===== config.mk =====
export PLATFORM = sky130hd
export DESIGN_NAME = memory_arbiter_flat
export DESIGN_NICKNAME = d
export VERILOG_FILES = /design/src/rtl/memory_arbiter_pkg.sv /design/src/rtl/memory_arbiter_if.sv /design/src/rtl/memory_request_slot.sv /design/src/rtl/memory_arbiter.sv /design/src/flat_wrapper.sv
export SDC_FILE = /design/constraint.sdc
export NUM_CORES = 1
export LEC_CHECK = 0
export BUFFER_PORTS_ARGS = -buffer_cell sky130_fd_sc_hd__buf_2
export CAP_MARGIN = 15
export CORE_MARGIN = 2
export CORE_UTILIZATION = 30
export CTS_BUF_LIST = sky130_fd_sc_hd__clkbuf_8
export DETAILED_ROUTE_END_ITERATION = 7
export GPL_TIMING_DRIVEN = 0
export PLACE_DENSITY = 0.7
export SLEW_MARGIN = 40
export SYNTH_ARGS = -nofsm -noshare
export SYNTH_HDL_FRONTEND = slang
export SYNTH_SLANG_ARGS = --single-unit

===== constraint.sdc =====
create_clock -name clk -period 1.89 [get_ports clk]
set_input_delay 0.378 -clock clk [delete_from_list [all_inputs] [get_ports clk]]
set_output_delay 0.378 -clock clk [all_outputs]
set_load 0.05 [all_outputs]

===== src/rtl/memory_arbiter_pkg.sv =====
// memory_arbiter_pkg: shared request type, bus widths and round-robin pick for the memory arbiter
package memory_arbiter_pkg;
  localparam int NUM_MASTERS = 2;
  localparam int DATA_WIDTH = 24;
  localparam int ADDRESS_WIDTH = 32;
  localparam int MASTER_ID_WIDTH = 8;
  localparam int PTR_WIDTH = NUM_MASTERS > 1 ? $clog2(NUM_MASTERS) : 1;
  typedef struct packed {
    logic [MASTER_ID_WIDTH-1:0] id;
    logic [ADDRESS_WIDTH-1:0] address;
    logic [DATA_WIDTH-1:0] data;
    logic write;
  } request_t;
  typedef struct packed {
    logic hit;
    logic [PTR_WIDTH-1:0] idx;
  } pick_t;
  function automatic pick_t rr_pick(input logic [NUM_MASTERS-1:0] valid, input logic [PTR_WIDTH-1:0] ptr);
    pick_t p;
    p = '0;
    // scan backwards so the candidate closest to ptr wins
    for (int k = NUM_MASTERS - 1; k >= 0; k--) begin
      int j;
      j = (int'(ptr) + k) % NUM_MASTERS;
      if (valid[j]) p = '{hit: 1'b1, idx: PTR_WIDTH'(j)};
    end
    return p;
  endfunction
endpackage


===== src/rtl/memory_arbiter_if.sv =====
// memory_arbiter_if: N-lane memory bus (request + response channels) with master/slave views
interface memory_arbiter_if import memory_arbiter_pkg::*; #(parameter int N = 1);
  logic [N-1:0][MASTER_ID_WIDTH-1:0] req_id;
  logic [N-1:0][ADDRESS_WIDTH-1:0] req_address;
  logic [N-1:0][DATA_WIDTH-1:0] req_data;
  logic [N-1:0] req_write;
  logic [N-1:0] req_valid;
  logic [N-1:0] req_taken;
  logic [MASTER_ID_WIDTH-1:0] rsp_id;
  logic [DATA_WIDTH-1:0] rsp_data;
  logic [N-1:0] rsp_valid;
  logic [N-1:0] rsp_taken;
  modport master (output req_id, req_address, req_data, req_write, req_valid, rsp_taken,
                  input req_taken, rsp_id, rsp_data, rsp_valid);
  modport slave (input req_id, req_address, req_data, req_write, req_valid, rsp_taken,
                 output req_taken, rsp_id, rsp_data, rsp_valid);
endinterface


===== src/rtl/memory_request_slot.sv =====
// memory_request_slot: one-entry valid/taken register stage that refills in the cycle it drains
module memory_request_slot import memory_arbiter_pkg::*; (
  input  logic     clk,
  input  logic     rst_n,
  input  logic     in_valid,
  input  request_t in_req,
  output logic     in_ready,
  output logic     out_valid,
  output request_t out_req,
  input  logic     out_taken
);
  assign in_ready = !out_valid || out_taken;
  always_ff @(posedge clk or negedge rst_n)
    if (!rst_n) begin
      out_valid <= 1'b0;
      out_req <= '0;
    end else if (in_ready) begin
      out_valid <= in_valid;
      if (in_valid) out_req <= in_req;
    end
endmodule


===== src/rtl/memory_arbiter.sv =====
// memory_arbiter: round-robin merge of master requests onto one memory bus, responses routed by ID range
module memory_arbiter import memory_arbiter_pkg::*; #(
  parameter int MASTER_ID_BASE = 4,
  parameter int ID_SPAN = 4
) (
  input  logic clk,
  input  logic rst_n,
  memory_arbiter_if.slave  up,
  memory_arbiter_if.master dn,
  output logic id_error
);
  typedef logic [MASTER_ID_WIDTH:0] ext_t;
  localparam ext_t LO = ext_t'(MASTER_ID_BASE);
  localparam ext_t HI = ext_t'(MASTER_ID_BASE + NUM_MASTERS * ID_SPAN);
  localparam ext_t SPAN = ext_t'(ID_SPAN);
  logic [PTR_WIDTH-1:0] ptr, owner;
  pick_t pick;
  logic free, take, ms_valid, in_range;
  request_t in_req, ms_req;
  ext_t ext, off;
  assign pick = rr_pick(up.req_valid, ptr);
  assign take = rst_n && free && pick.hit;
  assign up.req_taken = take ? NUM_MASTERS'(1) << pick.idx : '0;
  assign in_req = '{id: up.req_id[pick.idx], address: up.req_address[pick.idx],
                    data: up.req_data[pick.idx], write: up.req_write[pick.idx]};
  memory_request_slot u_slot (
    .clk(clk), .rst_n(rst_n), .in_valid(take), .in_req(in_req), .in_ready(free),
    .out_valid(ms_valid), .out_req(ms_req), .out_taken(dn.req_taken[0])
  );
  assign dn.req_valid[0] = ms_valid;
  assign dn.req_id[0] = ms_req.id;
  assign dn.req_address[0] = ms_req.address;
  assign dn.req_data[0] = ms_req.data;
  assign dn.req_write[0] = ms_req.write;
  always_ff @(posedge clk or negedge rst_n)
    if (!rst_n) ptr <= '0;
    else if (take) ptr <= pick.idx == PTR_WIDTH'(NUM_MASTERS - 1) ? '0 : pick.idx + 1'b1;
  // one extra bit keeps the range compare from wrapping near the top of the ID space
  assign ext = {1'b0, dn.rsp_id};
  assign in_range = ext >= LO && ext < HI;
  assign off = ext - LO;
  assign owner = PTR_WIDTH'(off / SPAN);
  assign up.rsp_id = dn.rsp_id;
  assign up.rsp_data = dn.rsp_data;
  assign up.rsp_valid = in_range && dn.rsp_valid[0] ? NUM_MASTERS'(1) << owner : '0;
  assign dn.rsp_taken[0] = in_range ? up.rsp_taken[owner] : 1'b1;
  always_ff @(posedge clk or negedge rst_n)
    if (!rst_n) id_error <= 1'b0;
    else if (dn.rsp_valid[0] && !in_range) id_error <= 1'b1;
endmodule


===== src/flat_wrapper.sv =====
// flat-port wrapper written by rule: the top's interface ports become plain ports
module memory_arbiter_flat import memory_arbiter_pkg::*;
#(
  parameter int MASTER_ID_BASE = 4,
  parameter int ID_SPAN = 4
)
  (clk, rst_n, id_error, up_req_id, up_req_address, up_req_data, up_req_write, up_req_valid, up_rsp_taken, up_req_taken, up_rsp_id, up_rsp_data, up_rsp_valid, dn_req_id, dn_req_address, dn_req_data, dn_req_write, dn_req_valid, dn_rsp_taken, dn_req_taken, dn_rsp_id, dn_rsp_data, dn_rsp_valid);
  memory_arbiter_if #(.N(NUM_MASTERS)) up_i ();
  memory_arbiter_if #(.N(1)) dn_i ();
  input  logic clk;
  input  logic rst_n;
  output logic id_error;
  input wire logic [$bits(up_i.req_id)-1:0] up_req_id;
  input wire logic [$bits(up_i.req_address)-1:0] up_req_address;
  input wire logic [$bits(up_i.req_data)-1:0] up_req_data;
  input wire logic [$bits(up_i.req_write)-1:0] up_req_write;
  input wire logic [$bits(up_i.req_valid)-1:0] up_req_valid;
  input wire logic [$bits(up_i.rsp_taken)-1:0] up_rsp_taken;
  output wire logic [$bits(up_i.req_taken)-1:0] up_req_taken;
  output wire logic [$bits(up_i.rsp_id)-1:0] up_rsp_id;
  output wire logic [$bits(up_i.rsp_data)-1:0] up_rsp_data;
  output wire logic [$bits(up_i.rsp_valid)-1:0] up_rsp_valid;
  output wire logic [$bits(dn_i.req_id)-1:0] dn_req_id;
  output wire logic [$bits(dn_i.req_address)-1:0] dn_req_address;
  output wire logic [$bits(dn_i.req_data)-1:0] dn_req_data;
  output wire logic [$bits(dn_i.req_write)-1:0] dn_req_write;
  output wire logic [$bits(dn_i.req_valid)-1:0] dn_req_valid;
  output wire logic [$bits(dn_i.rsp_taken)-1:0] dn_rsp_taken;
  input wire logic [$bits(dn_i.req_taken)-1:0] dn_req_taken;
  input wire logic [$bits(dn_i.rsp_id)-1:0] dn_rsp_id;
  input wire logic [$bits(dn_i.rsp_data)-1:0] dn_rsp_data;
  input wire logic [$bits(dn_i.rsp_valid)-1:0] dn_rsp_valid;
  assign up_i.req_id = up_req_id;
  assign up_i.req_address = up_req_address;
  assign up_i.req_data = up_req_data;
  assign up_i.req_write = up_req_write;
  assign up_i.req_valid = up_req_valid;
  assign up_i.rsp_taken = up_rsp_taken;
  assign up_req_taken = up_i.req_taken;
  assign up_rsp_id = up_i.rsp_id;
  assign up_rsp_data = up_i.rsp_data;
  assign up_rsp_valid = up_i.rsp_valid;
  assign dn_req_id = dn_i.req_id;
  assign dn_req_address = dn_i.req_address;
  assign dn_req_data = dn_i.req_data;
  assign dn_req_write = dn_i.req_write;
  assign dn_req_valid = dn_i.req_valid;
  assign dn_rsp_taken = dn_i.rsp_taken;
  assign dn_i.req_taken = dn_req_taken;
  assign dn_i.rsp_id = dn_rsp_id;
  assign dn_i.rsp_data = dn_rsp_data;
  assign dn_i.rsp_valid = dn_rsp_valid;
  memory_arbiter #(.MASTER_ID_BASE(MASTER_ID_BASE), .ID_SPAN(ID_SPAN)) u_core (.clk(clk), .rst_n(rst_n), .up(up_i), .dn(dn_i), .id_error(id_error));
endmodule

# After elaboration in Yosys (flattened, before gate mapping)
# Cells that the tools add are included.
dict set report classes {
  muxes 21
  bitwise_logic 1
  n_reduce_logical 9
  addsub 3
  n_lt_le_gt_ge 6
  n_shift 2
}
# operator count
set ops {}
lappend ops {{32-bit 2-to-1 mux} 2}
lappend ops {{24-bit 2-to-1 mux} 2}
lappend ops {{8-bit 2-to-1 mux} 2}
lappend ops {{1-bit 2-to-1 mux} 11}
lappend ops {{8-bit by 3-bit >= comparator with 1-bit output, second input constant} 1}
lappend ops {{8-bit by 4-bit less-than comparator with 1-bit output, second input constant} 1}
lappend ops {{2-bit 2-to-1 mux} 4}
lappend ops {{1-bit by 2-bit less-than comparator with 1-bit output, second input constant} 3}
lappend ops {{1-bit logical AND} 5}
lappend ops {{1-bit by 1-bit << shifter with 2-bit output, first input constant} 2}
lappend ops {{2-bit by 3-bit less-than comparator with 1-bit output, second input constant} 1}
lappend ops {{3-bit subtractor, second input constant} 1}
lappend ops {{1-bit adder, second input constant} 2}
lappend ops {{1-bit logical NOT} 2}
lappend ops {{2-bit AND reduction} 1}
lappend ops {{1-bit bitwise AND, first input constant} 1}
lappend ops {{1-bit logical OR} 1}
dict set report totals {
  ff_bits 68
  output_inout_bits 104
}

# Longest topological paths before layout
dict set report logic_depth {
  depth_word 9
  mapped_depth 6
  ltp_nobuf 3
}

# Cells and area by module
# A second synthesis with hierarchy kept.
dict set report hier_totals {
  hier_cells 263
  area_unflattened_um2 3926.3
}
# mod cells_each seq_area_each_um2 area_each_um2 n_inst
set by_module_without_submodules {}
lappend by_module_without_submodules {memory_request_slot 141 1651.6 2727.6 1}
lappend by_module_without_submodules {memory_arbiter 122 50.0 1198.6 1}

# Worst setup path after synthesis
# OpenSTA, ideal clock, no wires.
dict set report synth_path {
  path_kind {input to output}
  from {in dn_rsp_id[5]}
  to {out up_rsp_valid[1]}
  path_buffers 0
  path_slack_ns -0.501
  cell_stages 3
  arrival_ns 2.013
  cell_sequence {nor4_1 -> nand2_1 -> nor3b_1}
}
dict set report synth_between {
  elab_chain_len 4
}
# item line_no
set synth_rtl {}
lappend synth_rtl {{from (decl)} flat_wrapper.sv:30} ;# input wire logic [$bits(dn_i.rsp_id)-1:0] dn_rsp_id;
lappend synth_rtl {{8-bit by 3-bit >= comparator with 1-bit output or 8-bit by 4-bit less-than comparator with 1-bit output (tied branches)} memory_arbiter.sv:40} ;# assign in_range = ext >= LO && ext < HI;
lappend synth_rtl {{1-bit logical AND *} memory_arbiter.sv:40}
lappend synth_rtl {{1-bit logical AND *} memory_arbiter.sv:45} ;# assign up.rsp_valid = in_range && dn.rsp_valid[0] ? NUM_MASTERS'(1) << owner : '0;
lappend synth_rtl {{2-bit 2-to-1 mux *} memory_arbiter.sv:45}
lappend synth_rtl {{to (decl)} flat_wrapper.sv:22} ;# output wire logic [$bits(up_i.rsp_valid)-1:0] up_rsp_valid;
# Every way passes the cells marked *; elsewhere a longest branch is shown, timed or not.

# Final worst setup path
dict set report layout_path {
  from {reg u_core.u_slot.out_valid}
  to {out up_req_taken[1]}
}
dict set report layout_between {
  elab_chain_len 5
}
# item line_no
set layout_rtl {}
lappend layout_rtl {{from (decl)} memory_request_slot.sv:8} ;# output logic out_valid,
lappend layout_rtl {{from (signal assigned)} memory_request_slot.sv:18} ;# out_valid <= in_valid;
lappend layout_rtl {{1-bit logical NOT} memory_request_slot.sv:12} ;# assign in_ready = !out_valid || out_taken;
lappend layout_rtl {{1-bit logical OR} memory_request_slot.sv:12}
lappend layout_rtl {{1-bit logical AND (2 in series)} memory_arbiter.sv:22} ;# assign take = rst_n && free && pick.hit;
lappend layout_rtl {{2-bit 2-to-1 mux} memory_arbiter.sv:23} ;# assign up.req_taken = take ? NUM_MASTERS'(1) << pick.idx : '0;
lappend layout_rtl {{to (decl)} flat_wrapper.sv:19} ;# output wire logic [$bits(up_i.req_taken)-1:0] up_req_taken;
# Every way passes these cells.

==> flow_summary.yaml <==
outcome:
  status: "finished with violations"
  violations: "design-rule violations"
worst_setup_path:
  cp.required_ns: 1.51
  criticalPathCategory: "register to output port"
  crit_path_cell_trace: "nand2b_4 -> buf_6 -> o2111a_2 -> buf_8 -> buf_8"
  critPathMostFrequentCell: "buf_8"
  worst_path_max_delay_cell: "dfrtp_1"
  start_kind: "register"
  crit_fanout: 6
  path_buf_inv: 3
  crit_family: "flip-flops"
  crit_path_end_kind: "output port"
  arrival_ns: 1.43
  slowest_delay_ns: 0.41
die:
  die_w_um: 113.2
  start_util_pct: 31.07
  num_rows: 39
  die_area_um2: 12820
  die_height_um: 113.2
  design.core.area_um2: 11520
  boundaryPins: 274
final_layout:
  n_fill_cell: 1132
  area.sequential_um2: 1702
  diodes: 0
  nets: 785
  final_util_pct: 46.32
  layout.cells.non_filler: 763
  syn_to_final_growth_pct: 49.06
  final_common_cell: "buf_2"
  final_cell_mix: "255 x buf_2, 68 x dfrtp_1, 67 x inv_1"
  drive_above_1_share_pct: 52.26
  multi_input_area_um2: 1191
synthesis:
  async_flop_share_pct: 100.0
  yosysSeqAreaShare_pct: 47.55
  synth_edf_count: 0
  syn_area_um2: 3578
  ys_warn_count: 0
  synth_flop_cell: "dfrtp_1"
  synthesis.nets: 521
  avgSynthCellArea_um2: 10.19
  synth_cells: 351
  ys_types: 21
  synth_seq_cells: 68
grt:
  grt_pass1_vias: 3876
  grt_usage_pct: 18.57
  grt_antenna_before_repair: 0
  grt_pass1_wl_um: 18910
  grt_max_degree: 39
  grt.overflow.total: 0
clocking:
  tritoncts: "done"
  clk_pin_slew_ns: 0.08
  htreeDepth: 3
  insertion_delay_ns: 0.33
  clk_path_buf_depth: 2
  cts.sinks: 68
  cts_root_buffer: "clkbuf_8"
  numCtsBuffers: 9
timing:
  min_period_ns: 1.804
  tns_ns: 0
  finalSetupViolCount: 0
  relSlewSlack_pct: 68.03
  tightest_slew_ns: 0.4795
  hold_viol: 0
  whs_ns: 0.2634
  rsz0062_at_grt: "no"
  period_share_pct: 95.43
  fmax_mhz: 554.4
  skew_ns: 0.009670
  slew_viol_final: 0
routing:
  dr.first_iter.drc_count: 291
  vias_per_cell: 5.016
  wl_per_cell_um: 16.25
  dr_total_vias: 3827
  drt-total-wl_um: 12400
  drc: 20
  drtPass1Iterations: 8
  ant_nets: 0
power:
  total_power_mw: 5.734
  powerDensity_nw_per_um2: 1075
  leakagePower_nw: 2.906
  irDropWorstVdd_uv: 515.3
worst_hold_path:
  hold_path.class: "input pin to register"
placed_design:
  dp_hpwl_um: 9422
  portBuffers: 247
  gp_congestion: 0.8156
  placed_cells: 742
run:
  maxCapViolCount: 0
## per-layer routing
metal  vias up  routed length [um]  global-route usage, %
li1       1799                   -                      -
met1      1805                5106                  22.92
met2       211                6059                  32.14
met3        12                1111                  4.660
met4         0                 121                  5.447
met5         -                   0                      0
## sequential cells by signal, indices dropped and copies added, names as in the netlist
signal and cells:
u_core.id_error 1, u_core.u_slot.out_req 65, u_core.ptr 1, u_core.u_slot.out_valid 1
## cell families after synthesis
kind of cell / Yosys count / synth area share [%]
flip-flops: 68 / 47.55
AO/OA/AOI/OAI: 133 / 30.24
multiplexers: 1 / 0.2797
buffers and inverters: 136 / 19.51
AND/OR/NAND/NOR: 12 / 2.168
XOR/XNOR: 1 / 0.2448
## area by class of cell
type	instances	share of cell area [%]
Clock inverter	6	1.478
Tap cell	143	3.354
Multi-Input combinational cell	147	22.33
Timing Repair Buffer	254	25.12
Buffer	69	8.585
Sequential cell	68	31.90
Clock buffer	10	2.580
Inverter	66	4.645
## per-stage QoR
| step | setup slack [ns] | instance area [um^2] |
|---|---|---|
| 2_1_floorplan | -0.02533 | 3586 |
| 5_1_grt | 0.01797 | 5334 |
| 6_report | 0.08631 | 5334 |
| 3_3_place_gp | -1.294 | 5001 |
| 3_5_place_dp | -0.2865 | 5027 |
| 4_1_cts | -0.004060 | 5316 |
## worst paths after layout
kind / endpoint / slack, ns / startpoint / cells past startpoint
worst min register to register: u_core.id_error / 0.47 / u_core.id_error / 1
worst max-delay path: up_req_taken[1] / 0.09 / u_core.u_slot.out_valid / 5
worst min-delay path: u_core.u_slot.out_req[15] / 0.26 / up_req_data[14] / 2
worst max register to register: u_core.u_slot.out_req[37] / 0.12 / u_core.u_slot.out_valid / 6
max in group asynchronous: u_core.u_slot.out_req[13] / 1.04 / rst_n / 3
min in group asynchronous: u_core.u_slot.out_req[58] / 0.63 / rst_n / 3
## report_power, final
part | switching (mW) | internal, mW
registers | 0.158 | 1.74
clock network | 0.557 | 0.768
logic | 1.76 | 0.747
## cells in the mapped netlist, types with 4 or more instances
library cell   n  area share (%)
dfrtp_1       68              48
a31oi_1       66              12
inv_1         66             6.9
a221o_1       65              18
buf_4         32             6.7
clkbuf_1      19             2.0
buf_2         12             1.7
buf_6          7             2.2
nand2_1        4            0.42
## worst register-to-register path, delay by kind of cell (launching register included)
| family | cells | cell delay, ns |
|---|---|---|
| AO/OA/AOI/OAI | 2 | 0.48 |
| AND/OR/NAND/NOR | 1 | 0.07 |
| buffers and inverters | 3 | 0.69 |
| flip-flops | 1 | 0.41 |
## what timing repair did
| item | in CTS | in global routing |
|---|---|---|
| hold endpoints to repair | 30 | 0 |
| hold buffers | 3 | 0 |
| pin swaps | 2 | 0 |
| setup endpoints to repair | 2 | 3 |
| resized for setup | 7 | 3 |
| setup buffers | 2 | 1 |
No activity file was read; power rests on OpenSTA's default activity.
